`src/rtl/multicycle_control_pkg.sv`:
```
// Shared definitions for the multicycle controller: state encoding, opcode map and ULA operation codes.
package multicycle_control_pkg;

  typedef enum logic [2:0] {
    ST_FETCH  = 3'd0,
    ST_DECODE = 3'd1,
    ST_EXEC   = 3'd2,
    ST_MEM    = 3'd3,
    ST_WB     = 3'd4,
    ST_BRANCH = 3'd5,
    ST_ERROR  = 3'd6
  } state_t;

  localparam logic [2:0] OP_ADD = 3'b000;
  localparam logic [2:0] OP_SUB = 3'b001;
  localparam logic [2:0] OP_SRL = 3'b010;
  localparam logic [2:0] OP_SLL = 3'b011;
  localparam logic [2:0] OP_SLT = 3'b100;
  localparam logic [2:0] OP_SW  = 3'b101;
  localparam logic [2:0] OP_LW  = 3'b110;
  localparam logic [2:0] OP_BEQ = 3'b111;

  localparam logic [1:0] ULA_ADD = 2'b00;
  localparam logic [1:0] ULA_SUB = 2'b01;
  localparam logic [1:0] ULA_SRL = 2'b10;
  localparam logic [1:0] ULA_SLL = 2'b11;

  // slt shares the sll/compare encoding; memory and branch opcodes fall back to add
  function automatic logic [1:0] ula_op_for(input logic [2:0] opcode);
    logic [1:0] op_s;
    case (opcode)
      OP_ADD:  op_s = ULA_ADD;
      OP_SUB:  op_s = ULA_SUB;
      OP_SRL:  op_s = ULA_SRL;
      OP_SLL:  op_s = ULA_SLL;
      OP_SLT:  op_s = ULA_SLL;
      default: op_s = ULA_ADD;
    endcase
    return op_s;
  endfunction

endpackage

```
`src/rtl/multicycle_control_mem_wait_timer.sv`:
```
// Wait-state counter for memory accesses; flags the cycle on which the timeout budget is used up.
module mem_wait_timer #(
  parameter int MEM_TIMEOUT = 15,
  parameter int CNT_W       = 4
) (
  input  logic clock,
  input  logic reset,
  input  logic clr,
  input  logic inc,
  output logic timeout
);

  localparam logic [CNT_W-1:0] LAST_WAIT = CNT_W'(MEM_TIMEOUT - 1);

  logic [CNT_W-1:0] count_r;

  // Wait counter: clear dominates, otherwise count idle memory cycles
  always_ff @(posedge clock or posedge reset) begin
    if (reset) begin
      count_r <= '0;
    end else if (clr) begin
      count_r <= '0;
    end else if (inc) begin
      count_r <= count_r + {{(CNT_W-1){1'b0}}, 1'b1};
    end else begin
      count_r <= count_r;
    end
  end

  // The MEM_TIMEOUT-th unanswered cycle is the one that trips the timeout
  always_comb begin
    timeout = inc && (count_r == LAST_WAIT);
  end

endmodule

```
`src/rtl/multicycle_control.sv`:
```
// Multicycle processor control FSM: fetch/decode/execute sequencing with memory handshake and timeout.
module multicycle_control
  import multicycle_control_pkg::*;
#(
  parameter int MEM_TIMEOUT = 15,
  parameter int CNT_W       = 4
) (
  input  logic       clock,
  input  logic       reset,
  input  logic [2:0] OPcode,
  input  logic       zero,
  input  logic       mem_ready,
  output logic       PCWrite,
  output logic       IRWrite,
  output logic       RegWrite,
  output logic       RegMemWrite,
  output logic       MemRead,
  output logic       MemWrite,
  output logic       Branch,
  output logic [1:0] ULAOp,
  output logic       error,
  output logic [2:0] state
);

  state_t state_r;
  state_t state_next_s;
  logic   waiting_s;
  logic   timeout_s;
  logic   clr_s;

  // Only FETCH and MEM wait on memory; any state change restarts the count
  always_comb begin
    waiting_s = (state_r == ST_FETCH) || (state_r == ST_MEM);
    clr_s     = (state_next_s != state_r) || !waiting_s;
  end

  mem_wait_timer #(
    .MEM_TIMEOUT (MEM_TIMEOUT),
    .CNT_W       (CNT_W)
  ) u_mem_wait_timer (
    .clock   (clock),
    .reset   (reset),
    .clr     (clr_s),
    .inc     (waiting_s && !mem_ready),
    .timeout (timeout_s)
  );

  // State register
  always_ff @(posedge clock or posedge reset) begin
    if (reset) begin
      state_r <= ST_FETCH;
    end else begin
      state_r <= state_next_s;
    end
  end

  // Next-state logic
  always_comb begin
    state_next_s = state_r;
    case (state_r)
      ST_FETCH: begin
        if (mem_ready) begin
          state_next_s = ST_DECODE;
        end else if (timeout_s) begin
          state_next_s = ST_ERROR;
        end else begin
          state_next_s = ST_FETCH;
        end
      end
      ST_DECODE: begin
        if (OPcode == OP_BEQ) begin
          state_next_s = ST_BRANCH;
        end else if ((OPcode == OP_SW) || (OPcode == OP_LW)) begin
          state_next_s = ST_MEM;
        end else begin
          state_next_s = ST_EXEC;
        end
      end
      ST_EXEC:   state_next_s = ST_WB;
      ST_WB:     state_next_s = ST_FETCH;
      ST_BRANCH: state_next_s = ST_FETCH;
      ST_MEM: begin
        if (mem_ready) begin
          state_next_s = ST_FETCH;
        end else if (timeout_s) begin
          state_next_s = ST_ERROR;
        end else begin
          state_next_s = ST_MEM;
        end
      end
      ST_ERROR:  state_next_s = ST_ERROR;
      default:   state_next_s = ST_ERROR;
    endcase
  end

  // Output decode; reset forces every strobe low even though the state already reads FETCH
  always_comb begin
    PCWrite     = 1'b0;
    IRWrite     = 1'b0;
    RegWrite    = 1'b0;
    RegMemWrite = 1'b0;
    MemRead     = 1'b0;
    MemWrite    = 1'b0;
    Branch      = 1'b0;
    ULAOp       = ULA_ADD;
    error       = 1'b0;
    if (reset) begin
      error = 1'b0;
    end else begin
      case (state_r)
        ST_FETCH: begin
          MemRead = 1'b1;
          IRWrite = mem_ready;
          PCWrite = mem_ready;
        end
        ST_EXEC:   ULAOp = ula_op_for(OPcode);
        ST_WB:     RegWrite = (OPcode[2] == 1'b0);
        ST_MEM: begin
          if (OPcode == OP_SW) begin
            MemWrite = 1'b1;
          end else begin
            MemRead     = 1'b1;
            RegMemWrite = mem_ready;
          end
        end
        ST_BRANCH: begin
          ULAOp   = ULA_SLL;
          Branch  = 1'b1;
          PCWrite = zero;
        end
        ST_ERROR:  error = 1'b1;
        default:   error = 1'b0;
      endcase
    end
  end

  assign state = state_r;

endmodule
```
`config.mk`:
```
export PLATFORM = sky130hd
export DESIGN_NAME = multicycle_control
export DESIGN_NICKNAME = d
export VERILOG_FILES = /design/src/rtl/multicycle_control_pkg.sv /design/src/rtl/multicycle_control_mem_wait_timer.sv /design/src/rtl/multicycle_control.sv
export SDC_FILE = /design/constraint.sdc
export NUM_CORES = 1
export LEC_CHECK = 0
export CAP_MARGIN = 10
export CORE_MARGIN = 4
export CORE_UTILIZATION = 30
export CTS_CLUSTER_SIZE = 16
export DETAILED_ROUTE_END_ITERATION = 8
export GPL_TIMING_DRIVEN = 0
export PLACE_DENSITY = 0.69
export SYNTH_ARGS = -nofsm -noshare
export SYNTH_HDL_FRONTEND = slang
export SYNTH_SLANG_ARGS = --single-unit
```
`constraint.sdc`:
```
create_clock -name clock -period 2.4 [get_ports clock]
set_clock_uncertainty 0.2 [all_clocks]
set_input_delay 0.48 -clock clock [delete_from_list [all_inputs] [get_ports clock]]
set_output_delay 0.48 -clock clock [all_outputs]
set_load 0.02 [all_outputs]
```
# Word-level counts from Yosys, hierarchy flattened

Index checks and enable logic that the tools add are counted.

Bits in registers: 7
Logic and storage cells: 61
Input port bits: 7
Output and inout port bits: 13

Reduce and logical (&&, ||, !) cells: 11
Equality and inequality tests: 15
Bitwise logic cells: 1
Add/sub/neg operators: 1
Muxes and demuxes: 31

Operator list:

| kind                | count |
|---|---|
| $eq 3x3->1 const B  | 7 |
| $mux 1              | 18 |
| $mux 3              | 5 |
| $pmux 3 s5          | 1 |
| $eq 3x2->1 const B  | 4 |
| $mux 4              | 2 |
| $eq 3x1->1 const B  | 2 |
| $pmux 2 s3          | 1 |
| $add 4x1->4 const B | 1 |
| $eq 4x4->1 const B  | 1 |
| $pmux 1 s2          | 2 |
| $pmux 2 s2          | 1 |
| $reduce_or 2->1     | 2 |
| $logic_not 3->1     | 1 |
| $logic_or 1x1->1    | 3 |
| $ne 3x3->1          | 1 |
| $logic_and 1x1->1   | 2 |
| $logic_not 1->1     | 2 |
| $mux 2              | 1 |
| $reduce_bool 2->1   | 1 |
| $not 1->1           | 1 |

# Depth between registers and ports, before layout

Gate-level depths: netlist of the first run.

Depth in word-level cells: 10
Mapped depth: 5
Depth with buffers taken out: 5

# By module

From an unflattened synthesis of the first run, not the netlist that was laid out.

Cell total of the unflattened synthesis: 73
Area, all modules: 585.6 um2

By module, submodules not included:

| module             | sequential area each (um2) | area an instance (um2) | cells an instance | times used |
|---|---|---|---|---|
| multicycle_control | 75.1                       | 359.1                  | 52                | 1 |
| mem_wait_timer     | 100.1                      | 226.5                  | 21                | 1 |

# Worst setup path before layout of the first run

OpenSTA, ideal clock, no wires.

Path type: register to output
Start: reg state_r[1] (netlist: state[1])
End: out RegWrite
Cell stages (with the launch flop): 4
Buffers on the path: 1
Arrival time: 1.574 ns
Setup slack: 0.146 ns
Data required time: 1.720 ns
Cell sequence: dfrtp_1 > clkbuf_1 > nor2_1 > nor4bb_1

Word-level cells in the longest chain between the ends: 3

RTL lines:

| item                   | line                      | source |
|---|---|---|
| start, declared        | multicycle_control.sv:25  | `state_t state_r;` |
| start signal, assigned | multicycle_control.sv:53  | `state_r <= state_next_s;` |
| $eq 3x3->1             | multicycle_control.sv:110 | `case (state_r)` |
| $mux 1                 | multicycle_control.sv:110 |  |
| $mux 1                 | multicycle_control.sv:107 | `if (reset) begin` |
| end, declared          | multicycle_control.sv:15  | `output logic RegWrite,` |

No other way between the ends.

# Worst setup path in the final report of the first run

Start: in mem_ready
End: out IRWrite

Word-level cells in the longest chain between the ends: 2

RTL lines:

| item            | line                      | source |
|---|---|---|
| start, declared | multicycle_control.sv:12  | `input logic mem_ready,` |
| $mux 1          | multicycle_control.sv:110 |  |
| $mux 1          | multicycle_control.sv:107 |  |
| end, declared   | multicycle_control.sv:14  | `output logic IRWrite,` |

No other way between the ends.

==> results of run 1 <==
[final timing paths]
path | from | endpoint
max reg2reg | u_mem_wait_timer.count_r[0]$_DFFE_PP0P_ | u_mem_wait_timer.count_r[3]$_DFFE_PP0P_
max | mem_ready | IRWrite
min in group clock | u_mem_wait_timer.count_r[0]$_DFFE_PP0P_ | u_mem_wait_timer.count_r[0]$_DFFE_PP0P_
max in group asynchronous | reset | state[2]$_DFF_PP0_
min | reset | state[1]$_DFF_PP0_
min reg2reg | u_mem_wait_timer.count_r[0]$_DFFE_PP0P_ | u_mem_wait_timer.count_r[0]$_DFFE_PP0P_
[cells in the mapped netlist, drive strengths merged (2+ instances only)]
cell type	number
a211oi	2
a21oi	2
and3	3
clkbuf	2
dfrtp	7
ha	2
inv	5
nand2	2
nand3	5
nand3b	3
nor2	9
nor2b	3
o21ai	4
[cells by family (layout without fill, tap and decap cells)]
logic type	count (synthesis)	count (layout)	share of synthesized area, %
buf+inv	8	32	6.02
xor+xnor	2	2	3.37
mux	1	1	1.93
flops	7	7	33.7
simple gates	32	32	34.7
compound gates	12	12	15.4
fa+ha+maj	2	2	4.82
[state kept, by name, indices dropped and copies added (netlist names)]
name and flops:
u_mem_wait_timer.count_r 4, state 3
[worst reg2reg max path: cells and delay by family (launching register included)]
family / cells / cell delay, ps
fa+ha+maj: 1 / 210
simple gates: 2 / 300
compound gates: 1 / 340
buf+inv: 1 / 60
flops: 1 / 390
[per-stage QoR]
step | hold WS (ps) | TNS (ps) | util, % | instances | worst slack (ps)
after floorplan | 83.4 | 0 | - | 64 | 146
after global placement | 283 | -3170 | 46.3 | 99 | -461
after detailed placement | 297 | -3200 | 46.3 | 99 | -477
after CTS | 303 | -10.8 | 46.9 | 104 | -6.29
after global routing | 97.0 | 0 | 47.5 | 104 | 16.2
final | 68.5 | 0 | 47.5 | 104 | 108
[routing by layer]
layer  vias up  global-route usage [%]  share of wire [%]
met5         -                       0                  0
met1       233                    15.6                 48
li1        277                       -                  -
met4         0                    8.29                1.8
met3         4                    3.01                8.7
met2        23                    18.9                 42
[final cells by class]
type | count | area (sq um) | area share, %
sequential | 7 | 175 | 23.4
buffer | 3 | 15.0 | 2.00
tap | 16 | 20.0 | 2.67
clock buffer | 4 | 26.3 | 3.51
inverter | 5 | 18.8 | 2.50
multi-input combinational | 49 | 323 | 43.1
timing repair buffer | 20 | 171 | 22.9
[repair_timing]
item                                    4_1_cts  5_1_grt
pin swaps                                     0        1
gates resized for setup                      33       15
endpoints found under the setup margin       10        9
setup buffers                                 1        0
[power by group]
group | switching [mW] | total, mW | internal (mW)
logic | 0.232 | 0.405 | 0.173
registers | 0.0357 | 0.186 | 0.151
clock network | 0.0463 | 0.110 | 0.0636
total | 0.314 | 0.701 | 0.387
==> impl_metrics.json, run 1 <==
{
  "worst_pin_slew_ps": 267,
  "crit_path_top_delay_cell": "clkdlybuf4s50_1",
  "rsz0062_at_grt": "no",
  "synthArstFlopShare_pct": 100,
  "leakagePower_nw": 0.399,
  "grt_pass1_wl_mm": 2.33,
  "synth_seq_cells": 7,
  "syn_inst": 64,
  "vias_per_cell": 5.16,
  "postSynthAreaPerCell_sq_um": 8.11,
  "syn_nets": 73,
  "rows": 14,
  "synthFlopType": "dfrtp_1",
  "die_area_sq_um": 2460,
  "final_cell_area_sq_um": 749,
  "layout_min_cycle_time_ps": 2290,
  "layout_commonest_cell": "nor2_1",
  "power.total_mw": 0.701,
  "clockBufferDepth": 2,
  "setup_viol": 0,
  "cts_made_buffers": 3,
  "grt_use_total_pct": 12.5,
  "ant_nets": 0,
  "hold_viol_final": 0,
  "ys_warn_count": 0,
  "crit_required_ps": 1720,
  "drive_gt1_share_pct": 19.3,
  "root_buffer": "clkbuf_4",
  "initial_core_util_pct": 32.9,
  "cp_max_fo": 8,
  "grt_max_degree": 11,
  "vias": 537,
  "drt-pass1-iter-count": 4,
  "ctsHoldBuffers": 0,
  "num_antenna_cells": 0,
  "min_period_over_period_pct": 95.5,
  "die_h_microns": 49.6,
  "fillers": 164,
  "antenna_found_initial": 0,
  "reg2reg_depth": 5,
  "cts_sinks": 7,
  "clkLatencyLatePin_ps": 260,
  "io_buffers": 19,
  "dp_hpwl_mm": 1.04,
  "grt_pass1_vias": 487,
  "grt-ovfl-total": 0,
  "place.gp.congestion": 0.767,
  "io_pins": 20,
  "cts_tree": "done",
  "core_sq_um": 1580,
  "reg2reg_slack_ps": 830,
  "htree_levels": 1,
  "route.detailed.drc": 0,
  "endpoint_kind": "output port",
  "peakVddDrop_mv": 0.404,
  "critPathLaunchType": "primary input",
  "fmax_mhz": 436,
  "ys_seq_area_share_pct": 33.7,
  "yosys-top-cells-area": "dfrtp_1 (34%), nor2_1 (6.5%), ha_1 (4.8%)",
  "maxSlewViolCount": 0,
  "cp.arrival_ps": 1610,
  "wl_per_cell_microns": 13.8,
  "status": "completed",
  "critical_path_class": "in -> out",
  "die_x_microns": 49.6,
  "crit_family": "buffers and inverters",
  "drv.max_cap_violation_count": 0,
  "areaGrowthSynthToFinish_pct": 44.3,
  "most-common-layout-cells": "nor2_1 (8), dfrtp_1 (7)",
  "synthDominantCellAreaShare_pct": 33.7,
  "place_area_sq_um": 729,
  "synth_largest_area_cell": "dfrtp_1",
  "p_per_area_nw_per_um2": 935,
  "path_cells": "clkdlybuf4s50_1 -> and3_1 -> dlygate4sd2_1",
  "max_slew_margin_pct": 82.2,
  "drt_iter0_drc": 10,
  "cp.depth": 3,
  "path_buf_inv": 2,
  "syn_area_sq_um": 519,
  "layout.nets": 98,
  "clk_pin_slew_ps": 60,
  "min_path_type": "in -> async",
  "yosysUniqueCellTypes": 28,
  "wl_mm": 1.44,
  "synth-edff-count": 0,
  "max_stage_delay_ps": 610
}
(Power assumes the default switching activity.)
==> run 2: changes to the inputs <==
--- a/config.mk
+++ b/config.mk
@@ -10,6 +10,7 @@
 export CORE_UTILIZATION = 30
 export CTS_CLUSTER_SIZE = 16
 export DETAILED_ROUTE_END_ITERATION = 8
+export GPL_ROUTABILITY_DRIVEN = 0
 export GPL_TIMING_DRIVEN = 0
 export PLACE_DENSITY = 0.69
 export SYNTH_ARGS = -nofsm -noshare
==> results of run 2 <==
Final layout, timing and power as in run 1 (identical DEF).
==> run 3: changes to the inputs <==
==> constraint.sdc (replaced) <==
create_clock -name clock -period 2.4 [get_ports clock]
set_clock_uncertainty 0.2 [all_clocks]
set_input_delay 0.24 -clock clock [delete_from_list [all_inputs] [get_ports clock]]
set_output_delay 0.24 -clock clock [all_outputs]
set_load 0.02 [all_outputs]
==> run 3 against run 2 <==
Count of clock-buffer cells in the layout unchanged. Clock power hardly changed. Total power is 1.8% lower.
==> impl_metrics.json, run 3 (synthesized netlist as in run 1, its figures left out) <==
{
  "post-route-util_pct": 47.9,
  "areaGrowthSynthToFinish_pct": 45.5,
  "route.detailed.drc": 0,
  "multi_input_area_sq_um": 315,
  "r2r_start": "u_mem_wait_timer.count_r[0]$_DFFE_PP0P_",
  "endpoint_kind": "output port",
  "grt_max_degree": 11,
  "wl_per_cell_microns": 13.3,
  "antenna_found_initial": 0,
  "regMostFlops": "u_mem_wait_timer.count_r",
  "core_sq_um": 1580,
  "dp_hpwl_mm": 1.04,
  "final_cell_area_sq_um": 756,
  "layout_min_cycle_time_ps": 2280,
  "wl_mm": 1.36,
  "post_cts_resized": 5,
  "cts_made_buffers": 3,
  "clk_pin_slew_ps": 60,
  "cts_tree": "done",
  "initial_core_util_pct": 32.9,
  "clockBufferDepth": 2,
  "most-common-layout-cells": "clkdlybuf4s50_1 (13), nor2_1 (8), dfrtp_1 (7)",
  "min_path_type": "in -> async",
  "die_x_microns": 49.6,
  "p_int_mw": 0.386,
  "vias_per_cell": 5.17,
  "p_per_area_nw_per_um2": 911,
  "crit_start": "reset",
  "highest_layer": "met4",
  "ant_nets": 0,
  "leakagePower_nw": 0.377,
  "ctsHoldBuffers": 0,
  "min_period_over_period_pct": 95.0,
  "p_clk_share_pct": 16.0,
  "hold_viol_final": 0,
  "grt_use_total_pct": 11.7,
  "largest_reg_flops": 4,
  "cts_sinks": 7,
  "critical_path_class": "in -> out",
  "endpoint": "MemWrite",
  "combPwrFrac_pct": 54.9,
  "worstReg2RegEnd": "u_mem_wait_timer.count_r[3]$_DFFE_PP0P_",
  "setup_viol": 0,
  "num_antenna_cells": 0,
  "layout.nets": 96,
  "io_pins": 20,
  "grt_pass1_wl_mm": 2.19,
  "grt-ovfl-total": 0,
  "pwr-share-seq_pct": 29.1,
  "seq_area_sq_um": 175,
  "worst_pin_slew_ps": 369,
  "die_area_sq_um": 2460,
  "die_h_microns": 49.6,
  "reg2reg_slack_ps": 830,
  "maxSlewViolCount": 0,
  "max_slew_margin_pct": 75.4,
  "peakVddDrop_mv": 0.428,
  "cp.arrival_ps": 1840,
  "post_cts_buffers": 0,
  "io_buffers": 19,
  "reg2reg_depth": 5,
  "crit_required_ps": 1960,
  "drt-pass1-iter-count": 4,
  "rows": 14,
  "clkLatencyLatePin_ps": 260,
  "place_area_sq_um": 729,
  "status": "completed",
  "wl_met3_microns": 113,
  "root_buffer": "clkbuf_4",
  "cp_max_fo": 5,
  "power.switching_mw": 0.302,
  "vias": 527,
  "fmax_mhz": 438,
  "route.met2.wl_microns": 566,
  "drv.max_cap_violation_count": 0,
  "drt_iter0_drc": 11,
  "fillers": 164,
  "layout_commonest_cell": "clkdlybuf4s50_1",
  "grt_pass1_vias": 469,
  "critPathLaunchType": "primary input",
  "drive_gt1_share_pct": 6.98,
  "htree_levels": 1,
  "wl_met1_microns": 658,
  "p_sw_share_pct": 43.9
}
-- run 3: cell types whose count changed in the layout (fill, tap and decap cells not counted) --
| cell | delta |
|---|---|
| clkbuf_2 | -3 |
| dlygate4sd2_1 | +1 |
| a211oi_2 | -1 |
| nor2b_1 | +1 |
| a211oi_1 | +1 |
| o21ai_1 | -1 |
| o21ai_0 | +1 |
| buf_4 | -2 |
| nor2b_2 | -1 |
| dlymetal6s2s_1 | -2 |
| clkdlybuf4s50_1 | +8 |
| buf_2 | -4 |
-- run 3: metrics by stage --
step	worst slack (ps)	total power, mW	TNS, ps	hold WS, ps	instances
finish	119	0.688	0	162	102
global route	-18.6	0.749	-18.6	206	102
CTS	4.71	0.701	0	128	103
detailed placement	3.02	0.595	0	297	99
global placement	19.3	0.589	0	283	99
floorplan	386	0.435	0	-157	64
-- run 3: worst min-delay path by stage --
stage | from | end | slack (ps)
floorplan | reset | state[0]$_DFF_PP0_ | -160
global placement | u_mem_wait_timer.count_r[0]$_DFFE_PP0P_ | u_mem_wait_timer.count_r[0]$_DFFE_PP0P_ | 280
detailed placement | u_mem_wait_timer.count_r[0]$_DFFE_PP0P_ | u_mem_wait_timer.count_r[0]$_DFFE_PP0P_ | 300
CTS | reset | state[1]$_DFF_PP0_ | 130
global route | reset | state[1]$_DFF_PP0_ | 210
finish | reset | state[1]$_DFF_PP0_ | 160
-- run 3: metal layers --
metal  track usage [%]  vias up
met5                 0        -
met4              8.29        0
met3              2.41        4
met2              16.7       25
met1              15.4      224
li1                  -      274
-- run 3: final cells by class --
cell class	count	area share (%)
Inverter	5	2.48
Multi-Input combinational cell	49	41.7
Buffer	2	1.32
Sequential cell	7	23.2
Timing Repair Buffer	19	25.2
Tap cell	16	2.65
Clock buffer	4	3.48
-- run 3: power groups by stage --
| stage | Clock (mW) | Combinational [mW] | Sequential, mW |
|---|---|---|---|
| after global placement | 0 | 0.403 | 0.187 |
| final | 0.110 | 0.378 | 0.200 |
| after global routing | 0.122 | 0.417 | 0.210 |
| after floorplan | 0 | 0.228 | 0.207 |
| after detailed placement | 0 | 0.406 | 0.189 |
| after CTS | 0.116 | 0.398 | 0.187 |
-- run 3: worst max-delay path, cell delays in order --
cell	delay, ps
clkdlybuf4s50_1	500
nor2b_1	260
nand3b_1	120
nor2_1	100
clkdlybuf4s50_1	610
